`src/rtl/pwm_ramp_ctrl.sv`:
```
// Soft-start / slew-rate controller for the PWM duty-cycle input.
// Moves duty_out toward the effective target in bounded steps at a programmed
// rate, committing each new value only on a PWM period boundary.
module pwm_ramp_ctrl #(
  parameter int unsigned DUTY_W = 8,
  parameter int unsigned RATE_W = 16
) (
  input  logic              clk,
  input  logic              reset,
  input  logic              enable,
  input  logic [DUTY_W-1:0] target_duty,
  input  logic [DUTY_W-1:0] step,
  input  logic [RATE_W-1:0] rate_div,
  input  logic              period_sync,
  output logic [DUTY_W-1:0] duty_out,
  output logic              busy,
  output logic              at_target,
  output logic              ramp_done
);

  typedef enum logic [1:0] {StIdle, StRamp, StCommit} state_e;

  state_e            state_q;
  logic [RATE_W-1:0] presc_q;
  logic [DUTY_W-1:0] pending_q;
  logic [DUTY_W-1:0] duty_q;
  logic              busy_q;
  logic              ramp_done_q;

  logic [DUTY_W-1:0] eff_target;
  logic [DUTY_W-1:0] step_eff;
  logic [DUTY_W-1:0] diff;
  logic [DUTY_W-1:0] delta;
  logic [DUTY_W-1:0] next_duty;
  logic              tick;

  // Effective target and clamped next step value
  always_comb begin
    eff_target = enable ? target_duty : '0;
    step_eff   = (step == '0) ? {{(DUTY_W-1){1'b0}}, 1'b1} : step;
    // The distance to the target always fits in DUTY_W bits, and the step is
    // clamped to it, so the add/subtract below can never wrap.
    if (eff_target >= duty_q) begin
      diff      = eff_target - duty_q;
      delta     = (step_eff < diff) ? step_eff : diff;
      next_duty = duty_q + delta;
    end else begin
      diff      = duty_q - eff_target;
      delta     = (step_eff < diff) ? step_eff : diff;
      next_duty = duty_q - delta;
    end
    tick = (presc_q == rate_div);
  end

  // Ramp sequencer with registered status outputs
  always_ff @(posedge clk or posedge reset) begin
    if (reset) begin
      state_q     <= StIdle;
      presc_q     <= '0;
      pending_q   <= '0;
      duty_q      <= '0;
      busy_q      <= 1'b0;
      ramp_done_q <= 1'b0;
    end else begin
      ramp_done_q <= 1'b0;
      unique case (state_q)
        StIdle: begin
          if (eff_target != duty_q) begin
            state_q <= StRamp;
            presc_q <= '0;
            busy_q  <= 1'b1;
          end
        end
        StRamp: begin
          if (tick) begin
            pending_q <= next_duty;
            state_q   <= StCommit;
          end else if (eff_target == duty_q) begin
            // Target moved back onto the applied duty while waiting
            state_q <= StIdle;
            busy_q  <= 1'b0;
          end else begin
            presc_q <= presc_q + {{(RATE_W-1){1'b0}}, 1'b1};
          end
        end
        StCommit: begin
          if (period_sync) begin
            duty_q  <= pending_q;
            presc_q <= '0;
            if (pending_q == eff_target) begin
              state_q     <= StIdle;
              busy_q      <= 1'b0;
              ramp_done_q <= 1'b1;
            end else begin
              state_q <= StRamp;
            end
          end
        end
        default: begin
          state_q <= StIdle;
          busy_q  <= 1'b0;
        end
      endcase
    end
  end

  assign duty_out  = duty_q;
  assign busy      = busy_q;
  assign ramp_done = ramp_done_q;
  assign at_target = !busy_q && (duty_q == eff_target);

endmodule

```
`config.mk`:
```
export PLATFORM = sky130hd
export DESIGN_NAME = pwm_ramp_ctrl
export DESIGN_NICKNAME = d
export VERILOG_FILES = /design/src/rtl/pwm_ramp_ctrl.sv
export SDC_FILE = /design/constraint.sdc
export NUM_CORES = 1
export LEC_CHECK = 0
export BUFFER_PORTS_ARGS = -buffer_cell sky130_fd_sc_hd__buf_2
export CORE_MARGIN = 2
export CORE_UTILIZATION = 45
export CTS_BUF_LIST = sky130_fd_sc_hd__clkbuf_8
export CTS_CLUSTER_SIZE = 30
export DETAILED_ROUTE_END_ITERATION = 7
export HOLD_SLACK_MARGIN = 0.03
export SYNTH_ARGS = -nofsm -noshare
export SYNTH_HDL_FRONTEND = slang
export SYNTH_SLANG_ARGS = --single-unit
```
`constraint.sdc`:
```
create_clock -name clk -period 16.9 [get_ports clk]
set_clock_uncertainty 0.15 [all_clocks]
set_input_delay 3.38 -clock clk [delete_from_list [all_inputs] [get_ports clk]]
set_output_delay 3.38 -clock clk [all_outputs]
set_load 0.02 [all_outputs]
```
# Word level (Yosys, flattened, before mapping)
# Index checks and enable logic that the tools add are counted.
dict set report classes {
  add_sub_neg 5
  n_lt_le_gt_ge 3
  eq_ne 14
  muxes 25
  reduce_logical 10
}
# cell n
set ops {}
lappend ops {{2-to-1 mux 16 bit} 4}
lappend ops {{one-hot mux 16 bit (3 select lines)} 1}
lappend ops {{2-to-1 mux 8 bit} 5}
lappend ops {{== test 8 bit} 3}
lappend ops {{subtractor 8 bit} 3}
lappend ops {{adder 16 x 1 -> 16 bit, second input constant} 1}
lappend ops {{== test 16 bit} 1}
lappend ops {{less-than comparator 8 bit} 2}
lappend ops {{inequality test 2 bit, second input constant} 6}
lappend ops {{AND reduction 5 bit} 2}
lappend ops {{2-to-1 mux 1 bit} 9}
lappend ops {{adder 8 bit} 1}
lappend ops {{greater-or-equal comparator 8 bit} 1}
lappend ops {{zero test 8 bit} 1}
lappend ops {{2-to-1 mux 2 bit} 4}
lappend ops {{inequality test 8 bit} 1}
lappend ops {{one-hot mux 2 bit (3 select lines)} 1}
lappend ops {{AND reduction 2 bit} 2}
lappend ops {{inequality test 3 bit, second input constant} 1}
lappend ops {{one-hot mux 1 bit (3 select lines)} 1}
lappend ops {{AND reduction 3 bit} 1}
lappend ops {{nonzero test 3 bit} 1}
lappend ops {{== test 2 x 1 -> 1 bit, second input constant} 1}
lappend ops {{== test 2 bit, second input constant} 1}
lappend ops {{3 further kinds} 3}
dict set report word_totals {
  regBits 36
  input_bits 36
  word_cells 63
}

# Logic depth before layout (Yosys ltp)
# Gate-level depths: netlist of the first run.
dict set report logic_depth {
  word_depth 6
  depth_mapped 32
}

# Worst setup path after synthesis of the first run
# No wires, ideal clock.
dict set report synth_path {
  path_kind {input to register}
  startpoint {input port enable}
  endpoint {register pending_q[7]}
  setup_time_ns 0.131
  arrival_ns 8.628
  required_ns 16.619
  slack_ns 7.990
  path_stages 30
  n_path_buf 2
  path_cell_list {clkbuf_1 nand2_1 inv_1 ha_1 nor2b_1 o21ai_0 a21oi_1 o31ai_1 nand2_1 ha_1 nand3_1 a21oi_1 o21ai_0 nor4_1 a211oi_4 buf_2 nand2_1 o21ai_0 ha_1 nand2_1 o21ai_0 ha_1 a21o_1 a21oi_1 nor2b_1 o21a_1 o41ai_1 xnor2_1 a2111oi_0 or3b_1}
}
dict set report synth_between {
  elab_chain_cells 6
  elab_cells_between_ends 11
  cone_classes {4 x add/sub; 3 x order compare; 4 x mux}
}
# item line
set synth_rtl {}
lappend synth_rtl {{start, declared} 10} ;# input logic enable,
lappend synth_rtl {{2-to-1 mux 8 bit *} 39} ;# eff_target = enable ? target_duty : '0;
lappend synth_rtl {{subtractor 8 bit (on tied branches)} {48, 44}}
lappend synth_rtl {{less-than comparator 8 bit (on tied branches)} {49, 45}}
lappend synth_rtl {{2-to-1 mux 8 bit (on tied branches)} {49, 45}}
lappend synth_rtl {{subtractor 8 bit / adder 8 bit (equally long branches)} {50, 46}}
lappend synth_rtl {{2-to-1 mux 8 bit *} 43} ;# if (eff_target >= duty_q) begin
lappend synth_rtl {{end signal, assigned} 76} ;# pending_q <= next_duty;
lappend synth_rtl {{end, declared} 25} ;# logic [DUTY_W-1:0] pending_q;
# Every way passes the cells marked *; elsewhere a longest branch is shown, timed or not.
# A chain may end at the register's enable or synchronous reset.

# Final worst setup path of the first run
# Same ends and word-level chain as after synthesis.

==> results by group, run 1 <==
Outcome
  • Status: completed

Synth
  • YS warnings: 0
  • Ys flop type: dfrtp_1
  • Synth Instances: 463
  • Ys async rst share: 100%
  • Cell area after synthesis: 3730 sq um
  • Syn avg cell area: 8.07 sq um
  • Synth Register Bits: 36
  • EDFF count, synth: 0
  • Synth cell types: 58
  • Yosys top cell area share: 24.1%
  • Sequential area share after synthesis: 24.1%
  • Yosys top cell by area: dfrtp_1
  • Dominant cells by area after synthesis: dfrtp_1 (24%), ha_1 (13%), xnor2_1 (10%)
  • Mapped Nets: 540

Floorplan
  • Initial Utilization: 45.9%
  • Die area: 9040 sq um
  • Boundary Pins: 47
  • Die Y: 95.1 microns
  • Standard-cell rows: 33
  • Die Wd: 95.1 microns
  • Core ar.: 8130 sq um

Detailed routing
  • Via count: 3323
  • Final WL: 9680 microns
  • Antenna Nets Post-Route: 0
  • WL/cell: 16.1 microns
  • Pre-antenna DRT Iters: 4
  • Via density: 5.51
  • Drt drc: 0
  • DRT iter0 DRCs: 144

Finish
  • Area Overhead vs Synth: 10.7%
  • Final-layout fill cell count: 793
  • Most frequent cells in the layout: buf_2 (46), xnor2_1 (44), o21ai_0 (42)
  • Nets: 574
  • Finished Core Util: 50.8%
  • Most common cell after layout, fill and taps aside: buf_2
  • Number of diodes: 0
  • Ratio of cells with drive above 1 in the final layout: 13.7%

Timing
  • Max_slew headroom: 26.1%
  • Max Slew Vio Count: 0
  • Fmax: 107 MHz
  • Hold Slack: 382 ps
  • Final Setup Violations: 0
  • Setup TNS: 0 ps
  • Worst-margin pin slew: 1110 ps
  • Final setup margin: 7530 ps
  • Period utilization: 55.4%
  • RSZ-0062 raised after global routing: no
  • Min cycle time layout: 9370 ps
  • Fin. Hold Viols: 0

Global route
  • Initial antenna violation count: 0
  • Largest net degree at the start of global routing: 37
  • Congestion Overflow GR: 0
  • Gr usage total: 22.7%
  • First-pass GRT wire length: 16000 microns
  • Vias in the first global route: 3280

Critical path
  • CP Capture Type: flip-flop
  • Crit Path Max Fanout: 16
  • Slowest cell on crit path: nor4_1
  • WS Path Type: input port to flip-flop
  • Critical Path RT: 16980 ps
  • Buf/Inv on CP: 2
  • CP Launch Type: input port
  • Cell family with most CP delay: compound AO/OA/AOI/OAI gates
  • CP max stage delay: 490 ps
  • CP arrival: 9450 ps

Clock network
  • Num CTS Buffers: 5
  • Htree depth: 2
  • CTS Sinks: 36
  • Clock Path Buffers: 2
  • Clk root buf: clkbuf_8
  • Worst skew pair latency: 290 ps
  • Reg clk slew, reported paths: 80 ps
  • Number of gates resized after cts: 0
  • # Post-CTS Setup Buffers: 0
  • TritonCTS clock tree: done
  • CTS Hold Bufs: 0

Placed design
  • # port buffers: 46
  • Detailed-placement wirelength estimate: 7850 microns
  • GPL Wtd Cong: 0.866
  • DP Worst Slack: 7300 ps

Pwr
  • PD cells: 89.4 nW/um^2
  • Pleak: 1.92 nW
  • IR drop worst, VDD: 0.0351 mV

Run
  • Max_cap viols: 0

Min path
  • Hold WC Path Type: flip-flop to flip-flop
-- layer usage --
metal  vias up  GRT usage [%]  part of all wire [%]
li1       1677              -                     -
met1      1551           29.1                    45
met2        75           39.2                    48
met3        20           1.90                   3.1
met4         0           9.54                   3.2
met5         -              0                     0
-- per-stage QoR --
step | instance area, sq um | std cells | power (mW)
6_report | 4130 | 603 | 0.370
5_1_grt | 4130 | 603 | 0.401
4_1_cts | 4130 | 603 | 0.372
3_5_place_dp | 4020 | 595 | 0.293
3_3_place_gp | 4020 | 595 | 0.289
2_1_floorplan | 3730 | 463 | 0.250
-- flip-flops by register name, summed over array words and instances, names as in the netlist --
signal     cells
pending_q      8
ramp_done      1
duty_out       8
presc_q       16
state_q        2
busy           1
-- tightest hold or removal path, cell delays in order (launching register included) --
cell     delay (ps)
dfrtp_1         380
nand2_1          50
o21ai_0          60
-- logic make-up (layout without fill, tap and decap cells) --
logic type	Yosys count	after routing	synth area share [%]
buffers and inverters	59	94	6.20
DFF	36	36	24.1
xor gates and xnor gates	57	57	13.4
muxes	8	8	2.21
and+or+nand+nor	144	144	19.2
AOI/OAI and AO/OA	118	118	20.5
adders and majority gates	41	41	14.3
-- final timing paths --
kind | to | slack (ps) | start | depth (start not counted)
setup / recovery | pending_q[7]$_DFFE_PP0P_ | 7530 | enable | 29
hold / removal | duty_out[7]$_DFFE_PP0P_ | 380 | pending_q[7]$_DFFE_PP0P_ | 2
setup reg to reg | pending_q[7]$_DFFE_PP0P_ | 10440 | duty_out[1]$_DFFE_PP0P_ | 27
hold reg to reg | duty_out[7]$_DFFE_PP0P_ | 380 | pending_q[7]$_DFFE_PP0P_ | 2
max in group asynchronous | pending_q[2]$_DFFE_PP0P_ | 13240 | reset | 3
min in group asynchronous | duty_out[6]$_DFFE_PP0P_ | 3020 | reset | 3
-- cells in the mapped netlist, drive strengths merged, types with 6 or more instances --
cell,instances
nand3,7
a21o,10
xnor2,44
nor4,8
ha,38
nand2,40
a21oi,27
nand4,8
or3,6
a211oi,7
dfrtp,36
xor2,13
o21ai,43
clkbuf,15
inv,38
nor2,37
mux2i,6
nor3,9
buf,6
-- where the power goes --
part | internal (mW) | leakage [nW] | switching, mW
Sequential | 0.0966 | 0.461 | 0.0158
Clock | 0.0437 | 0.0541 | 0.0330
Combinational | 0.0804 | 1.40 | 0.100
-- final cells by class --
| class | instances | area [sq um] | share of cell area [%] |
|---|---|---|---|
| Inverter | 38 | 143 | 3.45 |
| Sequential cell | 36 | 901 | 21.8 |
| Clock inverter | 3 | 42.5 | 1.03 |
| Clock buffer | 5 | 68.8 | 1.66 |
| Timing Repair Buffer | 48 | 245 | 5.93 |
| Multi-Input combinational cell | 368 | 2600 | 63.0 |
| Tap cell | 105 | 131 | 3.18 |
Note: power is estimated with default switching activity, not from simulation.
==> inputs of run 2 (changes only) <==
- PLACE_DENSITY: unset -> 0.67
- clock period: 16.9 -> 8.2 ns (I/O delays scaled with it)
==> run 2 against run 1 <==
Sequential share of layout area rose by 0.14 points. Critical path type unchanged. Sequential power up 110%. Flip-flop and latch count is the same. Worst setup slack worse by 6900 ps. Via count increased by 2.7%. Largest cell class unchanged. Critical endpoint unchanged. Clock power increased by 57%. Clock-buffer cell count is the same. Combinational power rose by 100%. Largest power group unchanged. Design area shrank 0.64%. Hold slack improved by 14 ps. First-iteration DRC count rose by 64%. Wire length decreased by 2.4%.
==> results by group, run 2 (same netlist as run 1, synthesis figures left out) <==
Timing
  • Period utilization: 91.7%
  • Max_slew headroom: 25.1% (was 26.1%)
  • Setup TNS: 0 ps (unchanged)
  • RSZ-0062 raised after global routing: no (unchanged)
  • Max Slew Vio Count: 0 (unchanged)
  • Worst-margin pin slew: 1120 ps (was 1110 ps)
  • Fmax: 133 MHz
  • Min cycle time layout: 7520 ps
  • Final Setup Violations: 0 (unchanged)
  • Fin. Hold Viols: 0 (unchanged)

Critical path
  • Reg-to-reg endpoint: pending_q[7]$_DFFE_PP0P_ (unchanged)
  • Worst r2r src: duty_out[1]$_DFFE_PP0P_ (unchanged)
  • Internal reg-to-reg setup slack: 1840 ps (was 10440 ps)
  • CP arrival: 7540 ps (was 9450 ps)
  • Crit Path Max Fanout: 16 (unchanged)
  • CP Launch Type: input port (unchanged)
  • CP Capture Type: flip-flop (unchanged)
  • WS Path Type: input port to flip-flop (unchanged)
  • Critical Path RT: 8220 ps (was 16980 ps)
  • Register-to-Register Path Depth: 26 (was 27)

Clock network
  • # Post-CTS Setup Buffers: 0 (unchanged)
  • Reg clk slew, reported paths: 80 ps (about the same)
  • Clk root buf: clkbuf_8 (unchanged)
  • Clock Path Buffers: 2 (unchanged)
  • Htree depth: 2 (unchanged)
  • Number of gates resized after cts: 0 (unchanged)
  • Worst skew pair latency: 290 ps (about the same)
  • TritonCTS clock tree: done (unchanged)
  • CTS Sinks: 36 (unchanged)
  • CTS Hold Bufs: 0 (unchanged)
  • Num CTS Buffers: 5 (unchanged)

Min path
  • Min-delay src: pending_q[1]$_DFFE_PP0P_ (was pending_q[7]$_DFFE_PP0P_)
  • Hold WC Path Type: flip-flop to flip-flop (unchanged)
  • WHS Path Cells: 2 (unchanged)
  • Hold path endpoint: pending_q[1]$_DFFE_PP0P_ (was duty_out[7]$_DFFE_PP0P_)

Finish
  • Most common cell after layout, fill and taps aside: buf_2 (unchanged)
  • Design Area, Final: 4110 sq um (was 4130 sq um)
  • Ratio of cells with drive above 1 in the final layout: 13.5% (was 13.7%)
  • Nets: 575 (was 574)
  • Area Overhead vs Synth: 9.98% (was 10.7%)
  • Register Area: 901 sq um (unchanged)
  • Most frequent cells in the layout: buf_2 (46), xnor2_1 (44), o21ai_0 (42) (unchanged)
  • Most flops, register: presc_q (unchanged)
  • Largest register FFs: 16 (unchanged)
  • Final Non-Filler Cells: 603 (unchanged)
  • Final-layout fill cell count: 794 (was 793)
  • Number of diodes: 0 (unchanged)
  • Area of the multi-input gates: 2600 sq um (unchanged)

Placed design
  • Area after DPL: 4030 sq um (was 4020 sq um)
  • # port buffers: 46 (unchanged)
  • Detailed-placement wirelength estimate: 7610 microns (was 7850 microns)
  • GPL Wtd Cong: 0.917 (was 0.866)
  • Dpl cells: 596 (was 595)

Detailed routing
  • Via density: 5.66 (was 5.51)
  • DRT iter0 DRCs: 236 (was 144)
  • Met3 Wirelength: 519 microns (was 303 microns)
  • Via count: 3413 (was 3323)
  • DRT met1 WL: 4630 microns (was 4380 microns)
  • Antenna Nets Post-Route: 0 (unchanged)
  • Pre-antenna DRT Iters: 5 (was 4)
  • Drt drc: 0 (unchanged)
  • WL/cell: 15.7 microns (was 16.1 microns)
  • Routed wl met2: 4170 microns (was 4680 microns)
  • Max layer used: met4 (unchanged)
  • Final WL: 9450 microns (was 9680 microns)

Pwr
  • PD cells: 175 nW/um^2 (was 89.4 nW/um^2)
  • Pleak: 1.91 nW (was 1.92 nW)
  • IR drop worst, VDD: 0.0647 mV (was 0.0351 mV)

Floorplan
  • Core ar.: 8130 sq um (unchanged)
  • Standard-cell rows: 33 (unchanged)
  • Initial Utilization: 45.9% (unchanged)
  • Boundary Pins: 47 (unchanged)
  • Die area: 9040 sq um (unchanged)
  • Die Y: 95.1 microns (unchanged)
  • Die Wd: 95.1 microns (unchanged)

Outcome
  • Status: completed (unchanged)

Global route
  • Vias in the first global route: 3174 (was 3280)
  • Congestion Overflow GR: 0 (unchanged)
  • Initial antenna violation count: 0 (unchanged)
  • Gr usage total: 21.7% (was 22.7%)
  • Largest net degree at the start of global routing: 37 (unchanged)
  • First-pass GRT wire length: 15400 microns (was 16000 microns)

Run
  • Max_cap viols: 0 (unchanged)
==> run 2: worst max path at each step <==
stage | start | end | slack, ps | cells past startpoint
finish | enable | pending_q[7]$_DFFE_PP0P_ | 680 | 28
global route | enable | pending_q[7]$_DFFE_PP0P_ | 290 | 28
CTS | enable | pending_q[7]$_DFFE_PP0P_ | 710 | 28
detailed placement | enable | pending_q[7]$_DFFE_PP0P_ | 410 | 28
global placement | enable | pending_q[7]$_DFFE_PP0P_ | 550 | 28
floorplan | enable | pending_q[7]$_DFFE_PP0P_ | 1030 | 30
==> run 2: cell type report <==
type                    count  share of cell area, %
inverters                  38                   3.47
clock inverters             2                  0.213
well taps                 105                   3.20
repair buffers             49                   6.15
multi-input cells         368                   63.4
flip-flops and latches     36                   21.9
clock buffers               5                   1.68
==> run 2: power breakdown <==
group | leakage (nW) | switching, mW | internal, mW
registers | 0.461 | 0.0313 | 0.199
clock network | 0.0452 | 0.0632 | 0.0566
logic | 1.41 | 0.203 | 0.167
==> run 2: worst max-delay path: stages <==
cell       delay (ps)
buf_2             160
nand2_1           200
inv_1             110
ha_1              320
nor2b_1           160
o21ai_0           300
a21oi_1           140
o31ai_1           450
nand2_1           120
ha_1              340
nand3_1            90
a21oi_1           140
o21ai_0           110
nor4_1            460
a211oi_4          240
nand2_1           110
o21ai_0            80
ha_1              280
xnor2_1           140
o21ai_0           230
ha_1              310
a21oi_1           210
nor2b_1            80
o21a_1            180
o41ai_1           300
xnor2_1           190
a2111oi_0          90
or3b_1            350
==> run 2: per-stage QoR <==
step                utilization [%]  setup slack [ps]  total power, mW  hold WS, ps
finish                         50.5               679            0.720          396
global route                   50.5               291            0.779          426
CTS                            50.5               711            0.723          399
detailed placement             49.5               405            0.601          382
global placement               49.5               545            0.592          364
floorplan                         -              1030            0.515          333
==> run 2: routing by layer <==
layer | global-route usage (%) | vias to the layer above
met2 | 33.5 | 106
met5 | 0 | -
met3 | 2.92 | 9
met4 | 4.59 | 0
met1 | 32.1 | 1616
li1 | - | 1682
